===== config.mk =====
export PLATFORM = sky130hd
export DESIGN_NAME = baud_gen_frac_flat
export DESIGN_NICKNAME = d
export VERILOG_FILES = /design/src/rtl/baud_gen_frac_if.sv /design/src/rtl/baud_gen_frac.sv /design/src/flat_wrapper.sv
export SDC_FILE = /design/constraint.sdc
export NUM_CORES = 1
export LEC_CHECK = 0
export BUFFER_PORTS_ARGS = -buffer_cell sky130_fd_sc_hd__buf_2
export CORE_MARGIN = 2
export CORE_UTILIZATION = 40
export CTS_CLUSTER_DIAMETER = 100
export CTS_CLUSTER_SIZE = 16
export DETAILED_ROUTE_END_ITERATION = 8
export GPL_ROUTABILITY_DRIVEN = 0
export GPL_TIMING_DRIVEN = 0
export SLEW_MARGIN = 20
export SYNTH_ARGS = -nofsm -noshare
export SYNTH_HDL_FRONTEND = slang
export SYNTH_SLANG_ARGS = --single-unit

===== constraint.sdc =====
create_clock -name clk_12m -period 2.2 [get_ports clk_12m]
set_clock_uncertainty 0.1 [all_clocks]
set_input_delay 0.11 -clock clk_12m [delete_from_list [all_inputs] [get_ports clk_12m]]
set_output_delay 0.11 -clock clk_12m [all_outputs]
set_load 0.1 [all_outputs]

===== src/rtl/baud_gen_frac_if.sv =====
// Bus bundle for the fractional baud generator.
// master: increment/control side (drives en, incr_in, incr_load, rx_restart)
// slave : the generator (drives incr_ack and the three tick outputs)
`timescale 1ns/1ps
interface baud_gen_frac_if #(
  parameter int ACC_WIDTH = 16
);
  logic                 en;
  logic [ACC_WIDTH-1:0] incr_in;
  logic                 incr_load;
  logic                 incr_ack;
  logic                 rx_restart;
  logic                 rxclk_en;
  logic                 txclk_en;
  logic                 rx_sample_en;

  modport master (
    output en, incr_in, incr_load, rx_restart,
    input  incr_ack, rxclk_en, txclk_en, rx_sample_en
  );

  modport slave (
    input  en, incr_in, incr_load, rx_restart,
    output incr_ack, rxclk_en, txclk_en, rx_sample_en
  );
endinterface


===== src/rtl/baud_gen_frac.sv =====
// Fractional-N baud tick generator.
// A phase accumulator adds incr every enabled cycle; each carry out is one
// oversample tick (rxclk_en). Two oversample counters divide that down:
// tx_os gives the bit tick (txclk_en), rx_os gives the mid-bit sample tick
// (rx_sample_en) and can be realigned to a start-bit edge via rx_restart.
// Ports:
//   clk_12m      sole clock, rising edge
//   rst          synchronous active-high reset
//   bus.en       run enable (low freezes phase and counters)
//   bus.incr_in  new phase increment, captured on bus.incr_load
//   bus.incr_ack one-cycle pulse after a load
//   bus.rx_restart realign rx bit phase
//   bus.rxclk_en / bus.txclk_en / bus.rx_sample_en  registered ticks
// OVERSAMPLE must be a power of two >= 4 so the counters wrap naturally.
`timescale 1ns/1ps
module baud_gen_frac #(
  parameter int ACC_WIDTH    = 16,
  parameter int OVERSAMPLE   = 16,
  parameter int DEFAULT_INCR = 10066
) (
  input  logic              clk_12m,
  input  logic              rst,
  baud_gen_frac_if.slave    bus
);

  localparam int OS_W = $clog2(OVERSAMPLE);
  localparam logic [OS_W-1:0]      OS_LAST  = OS_W'(OVERSAMPLE - 1);
  localparam logic [OS_W-1:0]      OS_MID   = OS_W'(OVERSAMPLE / 2 - 1);
  localparam logic [ACC_WIDTH-1:0] INCR_RST = ACC_WIDTH'(DEFAULT_INCR);

  logic [ACC_WIDTH-1:0] incr;
  logic [ACC_WIDTH-1:0] acc;
  logic [OS_W-1:0]      tx_os;
  logic [OS_W-1:0]      rx_os;
  logic                 rxclk_en_q;
  logic                 txclk_en_q;
  logic                 rx_sample_en_q;
  logic                 incr_ack_q;

  logic [ACC_WIDTH:0]   sum;
  logic                 carry;

  assign sum   = {1'b0, acc} + {1'b0, incr};
  assign carry = sum[ACC_WIDTH];

  always_ff @(posedge clk_12m) begin
    if (rst) begin
      incr           <= INCR_RST;
      acc            <= '0;
      tx_os          <= '0;
      rx_os          <= '0;
      rxclk_en_q     <= 1'b0;
      txclk_en_q     <= 1'b0;
      rx_sample_en_q <= 1'b0;
      incr_ack_q     <= 1'b0;
    end else if (bus.incr_load) begin
      // A load restarts the phase from zero so the new rate takes effect
      // cleanly; it wins over rx_restart and ignores en.
      incr           <= bus.incr_in;
      acc            <= '0;
      tx_os          <= '0;
      rx_os          <= '0;
      rxclk_en_q     <= 1'b0;
      txclk_en_q     <= 1'b0;
      rx_sample_en_q <= 1'b0;
      incr_ack_q     <= 1'b1;
    end else begin
      incr_ack_q     <= 1'b0;
      rxclk_en_q     <= 1'b0;
      txclk_en_q     <= 1'b0;
      rx_sample_en_q <= 1'b0;
      if (bus.en) begin
        acc        <= sum[ACC_WIDTH-1:0];
        rxclk_en_q <= carry;
        if (carry) begin
          tx_os          <= tx_os + OS_W'(1);
          txclk_en_q     <= (tx_os == OS_LAST);
          rx_os          <= rx_os + OS_W'(1);
          rx_sample_en_q <= (rx_os == OS_MID);
        end
      end
      // Realignment overrides the rx counter update above, even when frozen.
      if (bus.rx_restart) begin
        rx_os          <= '0;
        rx_sample_en_q <= 1'b0;
      end
    end
  end

  assign bus.rxclk_en     = rxclk_en_q;
  assign bus.txclk_en     = txclk_en_q;
  assign bus.rx_sample_en = rx_sample_en_q;
  assign bus.incr_ack     = incr_ack_q;

endmodule

===== src/flat_wrapper.sv =====
// flat-port wrapper written by rule: the top's interface ports become plain ports
module baud_gen_frac_flat 
#(
  parameter int ACC_WIDTH    = 16,
  parameter int OVERSAMPLE   = 16,
  parameter int DEFAULT_INCR = 10066
)
  (clk_12m, rst, bus_en, bus_incr_in, bus_incr_load, bus_rx_restart, bus_incr_ack, bus_rxclk_en, bus_txclk_en, bus_rx_sample_en);
  baud_gen_frac_if #(.ACC_WIDTH(ACC_WIDTH)) bus_i ();
  input  logic clk_12m;
  input  logic rst;
  input wire logic [$bits(bus_i.en)-1:0] bus_en;
  input wire logic [$bits(bus_i.incr_in)-1:0] bus_incr_in;
  input wire logic [$bits(bus_i.incr_load)-1:0] bus_incr_load;
  input wire logic [$bits(bus_i.rx_restart)-1:0] bus_rx_restart;
  output wire logic [$bits(bus_i.incr_ack)-1:0] bus_incr_ack;
  output wire logic [$bits(bus_i.rxclk_en)-1:0] bus_rxclk_en;
  output wire logic [$bits(bus_i.txclk_en)-1:0] bus_txclk_en;
  output wire logic [$bits(bus_i.rx_sample_en)-1:0] bus_rx_sample_en;
  assign bus_i.en = bus_en;
  assign bus_i.incr_in = bus_incr_in;
  assign bus_i.incr_load = bus_incr_load;
  assign bus_i.rx_restart = bus_rx_restart;
  assign bus_incr_ack = bus_i.incr_ack;
  assign bus_rxclk_en = bus_i.rxclk_en;
  assign bus_txclk_en = bus_i.txclk_en;
  assign bus_rx_sample_en = bus_i.rx_sample_en;
  baud_gen_frac #(.ACC_WIDTH(ACC_WIDTH), .OVERSAMPLE(OVERSAMPLE), .DEFAULT_INCR(DEFAULT_INCR)) u_core (.clk_12m(clk_12m), .rst(rst), .bus(bus_i));
endmodule

==> results.json, run 1 <==
{
  "viasPerCell": 5.336,
  "min_path_type": "in2reg",
  "crit_type": "reg2reg",
  "layout_setup_ws_ns": -0.1748,
  "synth.most_common_cell": "dfxtp_1",
  "cp_num_cells": 10,
  "r2r_cells": 10,
  "grt_max_degree": 15,
  "dpl.hpwl_mm": 4.087,
  "synth.distinct_cells": 48,
  "clock_path_buffers": 2,
  "synthToLayoutAreaGrowth_pct": 30.68,
  "p_comb_share_pct": 18.1,
  "worst_ep_required_time_ns": 2.33,
  "maxCapViolations": 0,
  "yosysSeqAreaShare_pct": 36.36,
  "drc": 0,
  "cts_tree": "done",
  "die_height_um": 81.82,
  "dieArea_um2": 6695,
  "first_iter_violations": 115,
  "r2r-start": "u_core.acc[0]",
  "row_count": 28,
  "outcome": "finished with violations",
  "startpoint": "u_core.acc[0]",
  "ir_worst_vdd_uv": 306.6,
  "critPathLaunchType": "register",
  "ant_nets": 0,
  "rsz0062_at_grt": "true",
  "cts_made_buffers": 5,
  "min_from": "bus_rx_restart",
  "total_power_uw": 1845,
  "grtUsageTotal_pct": 18.72,
  "crit_path_end_kind": "register",
  "wl_per_cell_um": 14.00,
  "clk_pin_slew_ns": 0.09,
  "tns_ns": -0.7222,
  "die_w_um": 81.82,
  "clock-sinks": 44,
  "place_ws_ns": -0.2126,
  "start_util_pct": 41.16,
  "clockPowerShare_pct": 35.9,
  "synth_area_um2": 2422,
  "wirelength_mm": 5.798,
  "hold_viol": 0,
  "globalRouteOverflowTotal": 0,
  "yosysWarnings": 0,
  "internal_power_uw": 1346,
  "cp_num_buf_inv": 2,
  "antennaDiodeCount": 0,
  "fill_cells": 555,
  "htree_levels": 2,
  "synthCells": 280,
  "path_cells": "ha_4, inv_2, fa_2, nor2b_4, o31a_4, o32ai_4, o31a_1, buf_6, or3_1, a21oi_1",
  "setup_viol": 6,
  "violations": "setup timing",
  "postSynth.asyncResetShare_pct": 0,
  "ys_seq_elements": 44,
  "netlist.area_leader.share_pct": 36.36,
  "cts_root_buffer": "clkbuf_8",
  "synth_edf_count": 0,
  "synth_area_per_cell_um2": 8.651,
  "tightest_slew_ns": 0.6467,
  "vias": 2209,
  "power.switching_uw": 499.2,
  "endpoint": "u_core.tx_os[0]",
  "netlist_top_cells_area": "dfxtp_1 (36%), ha_1 (9.3%), mux2i_1 (8.3%)",
  "p_leak_uw": 0.001333,
  "grt_pass1_vias": 2030,
  "nNetsFinal": 378,
  "io-pin-count": 25,
  "slowest_delay_ns": 0.36,
  "cp_top_family": "compound AO/OA/AOI/OAI gates",
  "fin_crit_ns": 2.375,
  "rrSetupSlack_ns": -0.17,
  "path_max_fanout": 5,
  "drive_gt1_share_pct": 22.12,
  "antenna_found_initial": 0,
  "worstSkewPairLatency_ns": 0.31,
  "dr.pass1.iters": 4,
  "pwr-share-seq_pct": 46.0,
  "grt_pass1_wl_mm": 9.625,
  "clock.fmax_mhz": 421.1,
  "worst_path_max_delay_cell": "dfxtp_2",
  "period_share_pct": 107.9,
  "synth_flop_cell": "dfxtp_1",
  "arrival_ns": 2.51,
  "slew_violations": 0,
  "syn_nets": 320,
  "max_slew_margin_pct": 56.89,
  "core_region_area_um2": 5886,
  "worst_r2r_endpoint": "u_core.tx_os[0]",
  "synthTopCellsByCount": "dfxtp_1 (44), nor2_1 (34), nand2_1 (23), a21oi_1 (20), mux2i_1 (20)",
  "synth_top_area_cell": "dfxtp_1",
  "p_per_area_nw_per_um2": 582.9,
  "port_buffers": 23,
  "p_sw_share_pct": 27.05
}
==> power by group through the flow <==
| stage | clock network [µW] | registers (µW) | logic, µW |
|---|---|---|---|
| after detailed placement | 0 | 866 | 276 |
| final | 663 | 849 | 334 |
| after global placement | 0 | 866 | 271 |
| after CTS | 674 | 849 | 308 |
| after global routing | 716 | 853 | 371 |
| after floorplan | 0 | 867 | 202 |
==> sequential cells by signal, summed over array words and instances, names as in the netlist <==
name	flops
u_core.bus.rxclk_en	1
u_core.bus.txclk_en	1
u_core.incr	16
u_core.rx_os	4
u_core.acc	16
u_core.tx_os	4
u_core.bus.incr_ack	1
u_core.bus.rx_sample_en	1
==> stage by stage <==
step	utilization (%)	hold slack, ns	instances	instance area [µm²]
2_1_floorplan	-	0.1387	280	2451
3_3_place_gp	45.20	0.2258	378	2660
4_1_cts	51.15	0.002816	406	3010
5_1_grt	53.78	0.04688	414	3166
3_5_place_dp	45.20	0.2296	378	2660
6_report	53.78	0.02318	414	3166
==> worst min path at each step <==
stage	to	slack, ns	cells past startpoint
after global placement	u_core.incr[8]	0.23	3
after CTS	u_core.bus.rx_sample_en	0.003	4
after global routing	u_core.bus.rx_sample_en	0.05	4
after detailed placement	u_core.incr[13]	0.23	3
after floorplan	u_core.incr[10]	0.14	2
final	u_core.bus.rx_sample_en	0.02	4
==> worst register-to-register path, delay by kind of cell (launching register included) <==
| family | cells | cell delay (ns) |
|---|---|---|
| buf+inv | 2 | 0.17 |
| fa+ha+maj | 2 | 0.49 |
| simple gates | 2 | 0.50 |
| flops | 1 | 0.36 |
| compound gates | 4 | 0.70 |
==> layer usage <==
| layer | global-route usage (%) | wire length [µm] | share of wire, % | vias to the layer above |
|---|---|---|---|---|
| met2 | 30.49 | 2767 | 48 | 53 |
| li1 | - | - | - | 1138 |
| met3 | 3.407 | 245 | 4.2 | 6 |
| met5 | 0 | 0 | 0 | - |
| met4 | 5.833 | 63 | 1.1 | 0 |
| met1 | 25.12 | 2722 | 47 | 1012 |
==> placed cells by master (no fill, tap or decap), types with 2 or more instances in the layout <==
| cell type | count |
|---|---|
| a211o_1 | 3 |
| nand4_1 | 6 |
| inv_1 | 8 |
| a311o_1 | 2 |
| dlygate4sd3_1 | 16 |
| o211ai_1 | 4 |
| nor2_1 | 34 |
| ha_1 | 15 |
| xor2_1 | 4 |
| and4_1 | 2 |
| a21boi_1 | 2 |
| dfxtp_1 | 41 |
| clkbuf_1 | 5 |
| nor2b_1 | 3 |
| buf_1 | 2 |
| nand2_1 | 22 |
| or3_1 | 6 |
| a21oi_2 | 2 |
| buf_6 | 3 |
| buf_4 | 10 |
| o21bai_1 | 2 |
| o21ai_0 | 12 |
| clkbuf_8 | 6 |
| o31ai_4 | 2 |
| dfxtp_2 | 3 |
| nor3_1 | 6 |
| a21o_1 | 4 |
| buf_2 | 25 |
| a21oi_1 | 16 |
| o21ai_1 | 4 |
| a21boi_2 | 3 |
| xnor2_1 | 2 |
| a211oi_1 | 5 |
| mux2i_1 | 20 |
| ha_4 | 2 |
| a21oi_4 | 2 |
| nand3_1 | 9 |
==> what timing repair did <==
item,in CTS,in global routing
setup buffers,4,8
endpoints found under the setup margin,13,15
resized for setup,10,23
endpoints found under the hold margin,16,0
hold buffers,16,0
gates cloned,1,0
pin swaps,8,14
==> layout make-up <==
class / count / area [µm²] / share of cell area [%]
tap: 75 / 93.84 / 2.964
buffer: 9 / 42.54 / 1.344
timing repair buffer: 52 / 377.9 / 11.94
multi-input combinational: 217 / 1612 / 50.91
inverter: 9 / 33.78 / 1.067
clock buffer: 6 / 82.58 / 2.609
sequential: 44 / 884.6 / 27.94
clock inverter: 2 / 38.79 / 1.225
==> kinds of logic after synthesis <==
logic type / Yosys count / share of synthesized area, %
mux: 20 / 8.264
compound gates: 75 / 20.71
flops: 44 / 36.36
xor+xnor: 6 / 2.169
fa+ha+maj: 19 / 10.12
buf+inv: 19 / 3.306
simple gates: 97 / 19.06
Power figures use the tool's default switching activity.
==> run 2: changes to the inputs <==
- clock period: 2.2 -> 2.3 ns (I/O delays scaled with it)
==> run 2 against run 1 <==
The flow still finishes with violations (setup timing). Wire length shrank 4.8%. Clock power shrank 22%. Register-to-register slack gained 0.13 ns. Largest power group unchanged.
==> results.json, run 2 (synthesis results as in run 1) <==
{
  "cts_root_buffer": "clkbuf_8",
  "htree_levels": 2,
  "critPathLaunchType": "register",
  "io-pin-count": 25,
  "dr.pass1.iters": 4,
  "finalCoreUtilization_pct": 51.87,
  "vias": 2159,
  "antennaDiodeCount": 0,
  "grt_pass1_wl_mm": 9.349,
  "dpl.hpwl_mm": 3.983,
  "drive_gt1_share_pct": 19.76,
  "worstSkewPairLatency_ns": 0.30,
  "drc": 0,
  "die_height_um": 81.82,
  "cts_made_buffers": 5,
  "ir_worst_vdd_uv": 299.0,
  "cts_tree": "done",
  "globalRouteOverflowTotal": 0,
  "reg_top3": "u_core.acc (16), u_core.incr (16)",
  "port_buffers": 23,
  "clock.fmax_mhz": 426.3,
  "tightest_slew_ns": 0.6097,
  "total_power_uw": 1632,
  "grt_max_degree": 14,
  "clk_pin_slew_ns": 0.08,
  "slew_violations": 0,
  "die_w_um": 81.82,
  "cp_top_family": "compound AO/OA/AOI/OAI gates",
  "setup_viol": 2,
  "final_common_cell": "dfxtp_1",
  "grtUsageTotal_pct": 18.32,
  "period_share_pct": 102.0,
  "arrival_ns": 2.48,
  "antenna_found_initial": 0,
  "hold_viol": 0,
  "dp_cells": 378,
  "clock-sinks": 44,
  "core_region_area_um2": 5886,
  "path_cells": "ha_4, inv_2, fa_2, nor2b_4, o31a_4, o32ai_4, o31a_1, buf_6, or3_4, a21oi_2",
  "violations": "setup timing",
  "clock_path_buffers": 2,
  "layout_setup_ws_ns": -0.04598,
  "grt_pass1_vias": 2006,
  "start_util_pct": 41.16,
  "viasPerCell": 5.279,
  "crit_type": "reg2reg",
  "p_per_area_nw_per_um2": 534.5,
  "place_ws_ns": -0.1667,
  "fill_cells": 557,
  "hold_slack_ns": 0.006389,
  "wirelength_mm": 5.518,
  "ant_nets": 0,
  "rsz0062_at_grt": "true",
  "max_slew_margin_pct": 59.35,
  "first_iter_violations": 63,
  "worst_ep_required_time_ns": 2.43,
  "outcome": "finished with violations",
  "cp_num_buf_inv": 2,
  "fin_crit_ns": 2.346,
  "dieArea_um2": 6695,
  "mostFrequentLayoutCells": "dfxtp_1 (42), nor2_1 (34), buf_2 (24), nand2_1 (22), mux2i_1 (20)",
  "p_leak_uw": 0.001280,
  "crit_path_end_kind": "register",
  "slowest_delay_ns": 0.37,
  "nNetsFinal": 373,
  "path_max_fanout": 8,
  "synthToLayoutAreaGrowth_pct": 26.03,
  "row_count": 28,
  "worst_path_max_delay_cell": "dfxtp_2",
  "min_path_type": "in2reg",
  "wl_per_cell_um": 13.49,
  "fin_cells": 409,
  "maxCapViolations": 0
}
run 2: cell count changes in the layout (fill, tap and decap cells not counted), sizes merged:
cell	change
clkinvlp	+1
bufinv	-1
clkbuf	+1
clkinv	-1
buf	-5
run 2: final cells by class:
cell class              count  area, µm²  area share (%)
multi-input cells         217       1567           51.31
repair buffers             47      339.1           11.11
inverters                   9      33.78           1.107
clock buffers               7      86.33           2.828
well taps                  75      93.84           3.074
plain buffers               9      42.54           1.393
flip-flops and latches     44      883.3           28.93
clock inverters             1      7.507          0.2459
run 2: routing by layer:
| metal | share of wire, % | vias up | track usage [%] |
|---|---|---|---|
| met5 | 0 | - | 0 |
| met4 | 1.6 | 0 | 6.167 |
| met3 | 3.4 | 10 | 3.846 |
| met2 | 46 | 37 | 29.11 |
| met1 | 49 | 982 | 24.68 |
| li1 | - | 1130 | - |
run 2: tightest hold or removal path, cell delays in order:
cell	delay, ns
buf_2	0.10
or3_1	0.10
o21ai_1	0.05
run 2: power breakdown:
part	leakage (µW)	switching (µW)	internal, µW
logic	0.000875	171	134
clock network	0.0000445	272	244
registers	0.000360	18.9	792
run 2: per-stage QoR:
step	cell area [µm²]	TNS, ns
floorplan	2425	0
global placement	2634	-0.6270
detailed placement	2634	-0.9403
CTS	2963	-0.8906
global route	3053	-0.6426
finish	3053	-0.08210
run 2: path summary, 6_finish.rpt:
kind | from | to | slack [ns] | depth (start not counted)
max reg2reg | u_core.incr[0] | u_core.tx_os[0] | -0.05 | 10
max | u_core.incr[0] | u_core.tx_os[0] | -0.05 | 10
min | bus_rx_restart | u_core.rx_os[0] | 0.006 | 3
min reg2reg | u_core.tx_os[3] | u_core.bus.txclk_en | 0.37 | 2
run 2: repair_timing:
item | CTS | global route
gates resized for setup | 17 | 12
setup endpoints to repair | 11 | 13
pin swaps | 13 | 7
hold buffers | 16 | 0
hold endpoints to repair | 16 | 0
cloned | 0 | 0
setup buffers | 3 | 5
==> run 3: changes to the inputs <==
- REMOVE_ABC_BUFFERS: not set -> 1
==> run 3 against run 2 <==
The run still ends with setup timing left. Final cell count fell by 1.7%. Critical path depth fell by 1. Die area unchanged. Setup slack worse by 0.00086 ns. First-iteration DRC count up 110%. Largest cell class unchanged.
==> results.json, run 3 (synthesis results as in run 1) <==
{
  "rsz0062_at_grt": "true",
  "cp_num_buf_inv": 1,
  "p_leak_uw": 0.001288,
  "globalRouteOverflowTotal": 0,
  "antenna_found_initial": 0,
  "dr.pass1.iters": 5,
  "tns_ns": -0.04708,
  "grt_use_met1_pct": 23.21,
  "grt_pass1_vias": 1940,
  "fin_crit_ns": 2.347,
  "nNetsFinal": 366,
  "tightest_slew_ns": 0.5618,
  "outcome": "finished with violations",
  "internal_power_uw": 1303,
  "clk_pin_slew_ns": 0.08,
  "synthToLayoutAreaGrowth_pct": 25.26,
  "violations": "setup timing",
  "critPathLaunchType": "register",
  "min_path_type": "in2reg",
  "cp_top_family": "compound AO/OA/AOI/OAI gates",
  "ir_worst_vdd_uv": 392.0,
  "p_sw_share_pct": 25.35,
  "clock_path_buffers": 2,
  "cts_made_buffers": 5,
  "grtUsageTotal_pct": 17.53,
  "clock-sinks": 44,
  "final_common_cell": "dfxtp_1",
  "dieArea_um2": 6695,
  "period_share_pct": 102.0,
  "total_power_uw": 1746,
  "p_per_area_nw_per_um2": 575.5,
  "cts_tree": "done",
  "slew_violations": 0,
  "maxCapViolations": 0,
  "path_max_fanout": 6,
  "row_count": 28,
  "first_iter_violations": 134,
  "die_w_um": 81.82,
  "path_cells": "ha_4, inv_2, fa_2, nor2b_4, o31a_4, o32ai_4, o31a_1, or3_1, a21oi_1",
  "ant_nets": 0,
  "core_region_area_um2": 5886,
  "max_slew_margin_pct": 62.55,
  "drive_gt1_share_pct": 18.35,
  "wl_per_cell_um": 13.69,
  "layout_setup_ws_ns": -0.04685,
  "dpl.hpwl_mm": 3.668,
  "setup_viol": 2,
  "place_ws_ns": -0.2711,
  "io-pin-count": 25,
  "vias": 2190,
  "pwr-share-seq_pct": 46.4,
  "grt_pass1_wl_mm": 9.080,
  "crit_type": "reg2reg",
  "clockPowerShare_pct": 36.5,
  "grt_use_met3_pct": 4.286,
  "htree_levels": 2,
  "reg_top3": "u_core.acc (16), u_core.incr (16)",
  "cts_root_buffer": "clkbuf_8",
  "dp_cells": 369,
  "power.switching_uw": 442.7,
  "slowest_delay_ns": 0.39,
  "antennaDiodeCount": 0,
  "start_util_pct": 41.16,
  "worstSkewPairLatency_ns": 0.29,
  "finalCoreUtilization_pct": 51.55,
  "p_comb_share_pct": 17.1,
  "crit_path_end_kind": "register",
  "worst_ep_required_time_ns": 2.43,
  "drc": 0,
  "grt-busiest-layer": "met2",
  "mostFrequentLayoutCells": "dfxtp_1 (42), nor2_1 (34), buf_2 (24), nand2_1 (22), mux2i_1 (20)",
  "wirelength_mm": 5.504,
  "fin_cells": 402,
  "grt_max_degree": 23,
  "clock.fmax_mhz": 426.1,
  "arrival_ns": 2.47,
  "port_buffers": 24,
  "viasPerCell": 5.448,
  "die_height_um": 81.82,
  "hold_viol": 0,
  "worst_path_max_delay_cell": "o31a_1",
  "gr-usage-met2_pct": 28.13
}
==> run 3: cell count changes in the layout (fill, tap and decap cells not counted), sizes merged <==
cell / previous run / this run
buf: 35 / 32
bufinv: 0 / 1
clkbuf: 12 / 7
clkinvlp: 1 / 0
o31a: 2 / 3
==> run 3: path summary, 6_finish.rpt <==
check / start / end / slack, ns / depth (start not counted)
worst max-delay path: u_core.acc[0] / u_core.tx_os[0] / -0.05 / 9
worst min-delay path: bus_rx_restart / u_core.rx_os[0] / 0.01 / 3
worst max register to register: u_core.acc[0] / u_core.tx_os[0] / -0.05 / 9
worst min register to register: u_core.tx_os[3] / u_core.bus.txclk_en / 0.37 / 2
==> run 3: repair_timing <==
action                     4_1_cts  5_1_grt
hold buffers                    16        0
pin swaps                       11       13
gates cloned                     1        0
buffers inserted                 5        3
hold endpoints to repair        16        0
gates resized for setup         13        9
setup endpoints to repair       13       14
==> run 3: tightest hold or removal path, stage by stage <==
cell and delay, ns:
buf_2 0.10, or3_1 0.10, o21ai_1 0.05
==> run 3: metrics by stage <==
stage	hold slack (ns)	cell area (µm²)
after floorplan	0.08661	2376
after global placement	0.2283	2590
after detailed placement	0.2363	2590
after CTS	0.009452	2967
after global routing	0.01151	3034
final	0.01433	3034
==> run 3: cell type report <==
type	instances	area [µm²]
well taps	75	93.84
repair buffers	48	340.3
flip-flops and latches	44	883.3
clock inverters	1	30.03
clock buffers	7	96.34
fillers	560	2851
multi-input cells	218	1556
inverters	9	33.78
==> run 3: layer usage <==
metal | vias up | routed length (µm)
met3 | 4 | 255
met2 | 56 | 2637
met1 | 1012 | 2552
li1 | 1118 | -
met5 | - | 0
met4 | 0 | 59
==> run 3: power by group through the flow <==
stage / Sequential, µW / Clock [µW] / Combinational [µW]
detailed placement: 826 / 0 / 256
CTS: 809 / 662 / 287
floorplan: 828 / 0 / 175
global placement: 825 / 0 / 253
finish: 810 / 638 / 298
global route: 814 / 696 / 332
